## src/rtl/tag_ctrl_pkg.sv

```systemverilog
// rtl/tag_ctrl_pkg.sv - shared geometry, entry layout and FSM encoding for the L1D tag controller
package tag_ctrl_pkg;
  localparam int NUM_WAY     = 8;
  localparam int SET_BITS    = 7;
  localparam int OFFSET_BITS = 5;
  localparam int TAG_BITS    = 32 - SET_BITS - OFFSET_BITS;
  localparam int WAY_BITS    = $clog2(NUM_WAY);
  localparam int VALID_BIT   = 31;
  localparam int DIRTY_BIT   = 30;

  typedef enum logic [1:0] {
    IDLE   = 2'd0,
    LOOKUP = 2'd1,
    UPDATE = 2'd2,
    RESP   = 2'd3
  } state_e;
endpackage

```

## src/rtl/tag_victim_sel.sv

```systemverilog
// rtl/tag_victim_sel.sv - victim way choice: lowest invalid way, else round-robin pointer
// or tree pseudo-LRU walk when TAG_CTRL_PLRU_EN is defined
module tag_victim_sel
  import tag_ctrl_pkg::*;
(
  input  logic [NUM_WAY-1:0]  valid_vec,
`ifdef TAG_CTRL_PLRU_EN
  input  logic [NUM_WAY-2:0]  plru_bits,
`else
  input  logic [WAY_BITS-1:0] rr_ptr,
`endif
  output logic [WAY_BITS-1:0] victim_way
);
  logic [WAY_BITS-1:0] policy_way;

`ifdef TAG_CTRL_PLRU_EN
  // Each tree bit points toward the less recently used half.
  always_comb begin
    int node;
    policy_way = '0;
    node = 0;
    for (int l = 0; l < WAY_BITS; l++) begin
      policy_way[WAY_BITS-1-l] = plru_bits[node];
      node = 2 * node + 1 + int'(plru_bits[node]);
    end
  end
`else
  assign policy_way = rr_ptr;
`endif

  always_comb begin
    victim_way = policy_way;
    for (int w = NUM_WAY - 1; w >= 0; w--) begin
      if (!valid_vec[w]) victim_way = WAY_BITS'(w);
    end
  end
endmodule

```

## src/rtl/tag_ctrl.sv

```systemverilog
// rtl/tag_ctrl.sv - L1D tag lookup/allocate controller (IDLE/LOOKUP/UPDATE/RESP);
// define TAG_CTRL_PLRU_EN for per-set tree pseudo-LRU instead of a global round-robin pointer
module tag_ctrl
  import tag_ctrl_pkg::*;
(
  input  logic                    clk,
  input  logic                    rst,
  input  logic                    req_valid,
  output logic                    req_ready,
  input  logic [31:0]             req_addr,
  input  logic                    req_wr,
  output logic                    rsp_valid,
  input  logic                    rsp_ready,
  output logic                    rsp_hit,
  output logic [WAY_BITS-1:0]     rsp_way,
  output logic                    rsp_victim_valid,
  output logic                    rsp_victim_dirty,
  output logic [TAG_BITS-1:0]     rsp_victim_tag,
  output logic                    tm_en,
  output logic                    tm_wr,
  output logic [31:0]             tm_addr,
  output logic [32*NUM_WAY-1:0]   tm_wdata,
  input  logic [32*NUM_WAY-1:0]   tm_rdata
);
  state_e                state_q, state_d;
  logic [SET_BITS-1:0]   set_q, set_d;
  logic [TAG_BITS-1:0]   tag_q, tag_d;
  logic                  wr_q, wr_d;
  logic [32*NUM_WAY-1:0] row_q, row_d;
  logic                  hit_q, hit_d;
  logic [WAY_BITS-1:0]   way_q, way_d;
  logic                  vvalid_q, vvalid_d;
  logic                  vdirty_q, vdirty_d;
  logic [TAG_BITS-1:0]   vtag_q, vtag_d;

  logic [NUM_WAY-1:0]    valid_vec, hit_vec;
  logic [WAY_BITS-1:0]   hit_way, victim_way;
  logic [31:0]           victim_entry, new_entry;

  always_comb begin
    valid_vec = '0;
    hit_vec   = '0;
    hit_way   = '0;
    for (int w = 0; w < NUM_WAY; w++) begin
      valid_vec[w] = tm_rdata[32*w + VALID_BIT];
      hit_vec[w]   = valid_vec[w] && (tm_rdata[32*w +: TAG_BITS] == tag_q);
    end
    for (int w = NUM_WAY - 1; w >= 0; w--) begin
      if (hit_vec[w]) hit_way = WAY_BITS'(w);
    end
  end

  assign victim_entry = tm_rdata[32*victim_way +: 32];
  assign new_entry    = {1'b1, wr_q, {(30-TAG_BITS){1'b0}}, tag_q};

`ifdef TAG_CTRL_PLRU_EN
  logic [NUM_WAY-2:0]  plru_q [1<<SET_BITS];
  logic [NUM_WAY-2:0]  plru_row_d;
  logic [WAY_BITS-1:0] access_way;

  // Every lookup touches a way (hit or allocate); steer the path bits away from it.
  always_comb begin
    int node;
    access_way = (hit_vec != '0) ? hit_way : victim_way;
    plru_row_d = plru_q[set_q];
    node = 0;
    for (int l = 0; l < WAY_BITS; l++) begin
      plru_row_d[node] = ~access_way[WAY_BITS-1-l];
      node = 2 * node + 1 + int'(access_way[WAY_BITS-1-l]);
    end
  end

  always_ff @(posedge clk or posedge rst) begin
    if (rst) begin
      for (int s = 0; s < (1 << SET_BITS); s++) plru_q[s] <= '0;
    end else if (state_q == LOOKUP) begin
      plru_q[set_q] <= plru_row_d;
    end
  end

  tag_victim_sel u_victim_sel (
    .valid_vec  (valid_vec),
    .plru_bits  (plru_q[set_q]),
    .victim_way (victim_way)
  );
`else
  logic [WAY_BITS-1:0] ptr_q, ptr_d;

  assign ptr_d = (state_q == LOOKUP && hit_vec == '0 && victim_entry[VALID_BIT])
                 ? ptr_q + 1'b1 : ptr_q;

  always_ff @(posedge clk or posedge rst) begin
    if (rst) ptr_q <= '0;
    else     ptr_q <= ptr_d;
  end

  tag_victim_sel u_victim_sel (
    .valid_vec  (valid_vec),
    .rr_ptr     (ptr_q),
    .victim_way (victim_way)
  );
`endif

  always_comb begin
    state_d  = state_q;
    set_d    = set_q;
    tag_d    = tag_q;
    wr_d     = wr_q;
    row_d    = row_q;
    hit_d    = hit_q;
    way_d    = way_q;
    vvalid_d = vvalid_q;
    vdirty_d = vdirty_q;
    vtag_d   = vtag_q;
    tm_en    = 1'b0;
    tm_wr    = 1'b0;
    tm_addr  = '0;
    tm_wdata = '0;
    case (state_q)
      IDLE: begin
        if (req_valid) begin
          set_d   = req_addr[OFFSET_BITS+SET_BITS-1:OFFSET_BITS];
          tag_d   = req_addr[31:32-TAG_BITS];
          wr_d    = req_wr;
          tm_en   = 1'b1;
          tm_addr = {{(32-SET_BITS){1'b0}}, req_addr[OFFSET_BITS+SET_BITS-1:OFFSET_BITS]};
          state_d = LOOKUP;
        end
      end
      LOOKUP: begin
        row_d    = tm_rdata;
        hit_d    = (hit_vec != '0);
        vvalid_d = 1'b0;
        vdirty_d = 1'b0;
        vtag_d   = '0;
        if (hit_vec != '0) begin
          way_d = hit_way;
          if (wr_q && !tm_rdata[32*hit_way + DIRTY_BIT]) begin
            row_d[32*hit_way + DIRTY_BIT] = 1'b1;
            state_d = UPDATE;
          end else begin
            state_d = RESP;
          end
        end else begin
          way_d    = victim_way;
          vvalid_d = victim_entry[VALID_BIT];
          vdirty_d = victim_entry[DIRTY_BIT];
          vtag_d   = victim_entry[TAG_BITS-1:0];
          row_d[32*victim_way +: 32] = new_entry;
          state_d  = UPDATE;
        end
      end
      UPDATE: begin
        tm_en    = 1'b1;
        tm_wr    = 1'b1;
        tm_addr  = {{(32-SET_BITS){1'b0}}, set_q};
        tm_wdata = row_q;
        state_d  = RESP;
      end
      RESP: begin
        if (rsp_ready) state_d = IDLE;
      end
      default: state_d = IDLE;
    endcase
  end

  always_ff @(posedge clk or posedge rst) begin
    if (rst) begin
      state_q  <= IDLE;
      set_q    <= '0;
      tag_q    <= '0;
      wr_q     <= 1'b0;
      row_q    <= '0;
      hit_q    <= 1'b0;
      way_q    <= '0;
      vvalid_q <= 1'b0;
      vdirty_q <= 1'b0;
      vtag_q   <= '0;
    end else begin
      state_q  <= state_d;
      set_q    <= set_d;
      tag_q    <= tag_d;
      wr_q     <= wr_d;
      row_q    <= row_d;
      hit_q    <= hit_d;
      way_q    <= way_d;
      vvalid_q <= vvalid_d;
      vdirty_q <= vdirty_d;
      vtag_q   <= vtag_d;
    end
  end

  assign req_ready        = (state_q == IDLE);
  assign rsp_valid        = (state_q == RESP);
  assign rsp_hit          = hit_q;
  assign rsp_way          = way_q;
  assign rsp_victim_valid = vvalid_q;
  assign rsp_victim_dirty = vdirty_q;
  assign rsp_victim_tag   = vtag_q;
endmodule

```

## config.mk

```make
export PLATFORM = sky130hd
export DESIGN_NAME = tag_ctrl
export DESIGN_NICKNAME = d
export VERILOG_FILES = /design/src/rtl/tag_ctrl_pkg.sv /design/src/rtl/tag_victim_sel.sv /design/src/rtl/tag_ctrl.sv
export SDC_FILE = /design/constraint.sdc
export NUM_CORES = 1
export LEC_CHECK = 0
export CORE_AREA = 4 4 233 235
export DETAILED_ROUTE_END_ITERATION = 7
export DIE_AREA = 0 0 237 239
export PLACE_DENSITY = 0.7
export SETUP_SLACK_MARGIN = 0.4
export SLEW_MARGIN = 20
export SYNTH_ARGS = -nofsm -noshare
export SYNTH_HDL_FRONTEND = slang
export SYNTH_HIERARCHICAL = 1
export SYNTH_SLANG_ARGS = --single-unit
```

## constraint.sdc

```tcl
create_clock -name clk -period 8.9 [get_ports clk]
set_input_delay 0.89 -clock clk [delete_from_list [all_inputs] [get_ports clk]]
set_output_delay 0.89 -clock clk [all_outputs]
set_load 0.02 [all_outputs]
```

==> results.yml <==
die:
  initial_utilization_pct: 37.9
  ioPinCount: 611
  dieArea_mm2: 0.0566
  die_height_um: 239
  core-area_mm2: 0.0522
  fp-row-count: 84
  die_w_um: 237
cells_and_area:
  final_area_mm2: 0.0272
  fill_cells: 4815
  syn_to_final_growth_pct: 37.3
  drive_gt1_share_pct: 7.59
  final_cell_mix: "clkdlybuf4s50_1, dfrtp_1, and2_1"
  layout_commonest_cell: "clkdlybuf4s50_1"
  nets: 2852
yosys:
  netlist.area_leader.share_pct: 39.8
  synthTopCellsByArea: "dfrtp_1, and2_1, mux2i_1"
  synth_area_leader_cell: "dfrtp_1"
  async_flop_share_pct: 100
  netlist_area_mm2: 0.0198
  synth-seq-cells: 315
  syn_area_per_cell_um2: 9.51
  synth_ff_type: "dfrtp_1"
  synth_edf_count: 0
  ys_warn_count: 6
  syn_inst: 2083
  synth.distinct_cells: 52
  yosysSeqAreaShare_pct: 39.8
critical_path:
  critical_path_buf_inv_count: 4
  end_kind: "flip-flop"
  cp_cell_sequence: "clkdlybuf4s50_1 -> nand2_1 -> a31oi_4 -> buf_4 -> inv_1 -> ha_2 -> ha_1 -> nor2_4 -> o21ai_0 -> nor4_4 -> buf_4 -> mux2i_1 -> a21oi_1"
  r2r_end: "row_q[203]"
  crit_top_cell: "buf_4"
  rrSetupSlack_ns: 3.89
  worstRegToRegCells: 10
  cp_slowest_cell: "clkdlybuf4s50_1"
  path_max_fanout: 48
  r2r_start: "tag_q[12]"
  cp.arrival_ns: 5.87
  worstSetupPathType: "primary input to flip-flop"
  cp.required_ns: 9.29
  start_kind: "primary input"
  max_stage_delay_ns: 0.86
  critical_path.top_delay_family: "buffers and inverters"
placed_design:
  dp_hpwl_um: 69200
  place_area_mm2: 0.0257
  port_buffers: 580
  gp_congestion: 0.974
flow_run:
  drv_cap: 0
route:
  vias: 18498
  wl_per_cell_um: 27.8
  routed_wl_um: 91500
  drc_errors: 0
  viasPerCell: 5.63
  ant_nets: 0
  drt-initial-drc-count: 1793
  firstDrtPassIters: 6
global_routing:
  grt_pass1_vias: 18371
  grt_pass1_wl_um: 129000
  grt_antenna_before_repair: 26
  grt_max_degree: 266
  track_usage_pct: 31.0
  gr-total-overflow: 0
clock_network:
  clock_path_buffers: 3
  cts_buffers: 40
  cts_resized: 0
  cts_hold_buf: 0
  cts_tree: "built"
  cts-root-buf: "clkbuf_16"
  cts_setup_buffers: 0
  htreeDepth: 2
  clkTransAtPathRegs_ns: 0.06
  clock_sinks: 315
  clock_latency_ns: 0.58
sta:
  finClkSkew_ns: 0.0210
  rsz0062_at_grt: "no"
  slew_violations: 0
  maxSlewHeadroom_pct: 22.6
  fin_crit_sh_pct: 61.5
  period_needed_ns: 5.48
  fin_tns_setup_ns: 0
  worst_pin_slew_ns: 1.16
  hold_viol_final: 0
  finalSetupViolations: 0
  max_freq_ghz: 0.183
hold_path:
  hp-start: "row_q[29]"
  hold_end: "row_q[29]"
  hold_path_class: "flip-flop to flip-flop"
  whs_path_depth: 1
power_and_ir_drop:
  vdd_drop_max_v: 0.000209
  power.density_mw_per_mm2: 346
  leakagePower_nw: 11.9
outcome:
  status: "complete, no violations"
## power breakdown
part / internal (W) / switching [W] / total, W / leakage, nW
clock network: 0.00103 / 0.000680 / 0.00171 / 0.672
registers: 0.00215 / 0.000668 / 0.00282 / 3.64
logic: 0.00214 / 0.00275 / 0.00489 / 7.55
## Yosys cell counts (8+ instances only)
| library cell | number |
|---|---|
| dfrtp_1 | 315 |
| and2_1 | 294 |
| nor2_1 | 184 |
| mux2i_1 | 178 |
| a21oi_1 | 156 |
| clkbuf_1 | 117 |
| xnor2_1 | 117 |
| nand3_1 | 85 |
| inv_1 | 77 |
| o21ai_0 | 68 |
| xor2_1 | 45 |
| mux4_2 | 44 |
| buf_4 | 43 |
| nand2_1 | 34 |
| nand4_1 | 34 |
| a31oi_1 | 31 |
| mux2_2 | 29 |
| nor3_1 | 27 |
| and3_1 | 25 |
| buf_2 | 25 |
| a21o_1 | 22 |
| buf_6 | 21 |
| o2bb2ai_1 | 20 |
| nor4_1 | 18 |
| nand2b_1 | 15 |
| ha_1 | 10 |
| a22o_1 | 8 |
## cell families (layout without fill, tap and decap cells)
group                    after synthesis  count (layout)  share of synthesized area, %
AO/OA/AOI/OAI                        318             318                          9.24
buffers and inverters                288             762                          7.22
adder cells (fa/ha/maj)               10              10                         0.632
multiplexers                         251             251                          15.6
AND/OR/NAND/NOR                      738             738                          20.3
other                                  1              44                        0.0189
XOR/XNOR                             162             162                          7.16
flip-flops                           315             315                          39.8
## sequential cells by signal (all words and copies together), names as in the netlist
name              count
row_q               256
rsp_victim_tag       20
tag_q                20
set_q                 7
ptr_q                 3
rsp_way               3
state_q               2
rsp_hit               1
rsp_victim_dirty      1
rsp_victim_valid      1
wr_q                  1
## stage by stage
stage	hold slack, ns	total power, W	setup slack [ns]	instances	utilization (%)
2_1_floorplan	0.445	0.00556	3.81	2107	-
3_3_place_gp	0.462	0.00756	3.15	3194	49.3
3_5_place_dp	0.466	0.00766	3.06	3194	49.3
4_1_cts	0.481	0.00941	3.61	3268	51.9
5_1_grt	0.490	0.00991	3.26	3275	52.0
6_report	0.479	0.00941	3.42	3288	52.1
## per-layer routing
metal	GRT usage, %	vias up	routed length, µm
met5	0	-	100
met4	16.4	16	5490
met3	9.16	264	9000
met2	49.8	1101	42300
met1	37.9	9092	34600
li1	-	8025	-
## cell type report
| type | instances | area (µm²) | share of cell area, % |
|---|---|---|---|
| diodes | 19 | 47.5 | 0.175 |
| clock buffers | 58 | 1200 | 4.41 |
| clock inverters | 16 | 184 | 0.676 |
| inverters | 78 | 297 | 1.09 |
| multi-input cells | 1504 | 10700 | 39.2 |
| flip-flops and latches | 315 | 7880 | 29.0 |
| well taps | 688 | 861 | 3.16 |
| repair buffers | 610 | 6080 | 22.3 |
## how the worst max path moves through the flow
| stage | from | slack (ns) | end | cells after the start |
|---|---|---|---|---|
| after floorplan | rst | 3.81 | ptr_q[0] | 1 |
| after global placement | tm_rdata[63] | 3.15 | row_q[139] | 13 |
| after detailed placement | tm_rdata[63] | 3.06 | row_q[139] | 13 |
| after CTS | tm_rdata[63] | 3.61 | row_q[137] | 13 |
| after global routing | tm_rdata[63] | 3.26 | row_q[129] | 13 |
| final | tm_rdata[63] | 3.42 | row_q[137] | 13 |
(Power assumes the default switching activity.)
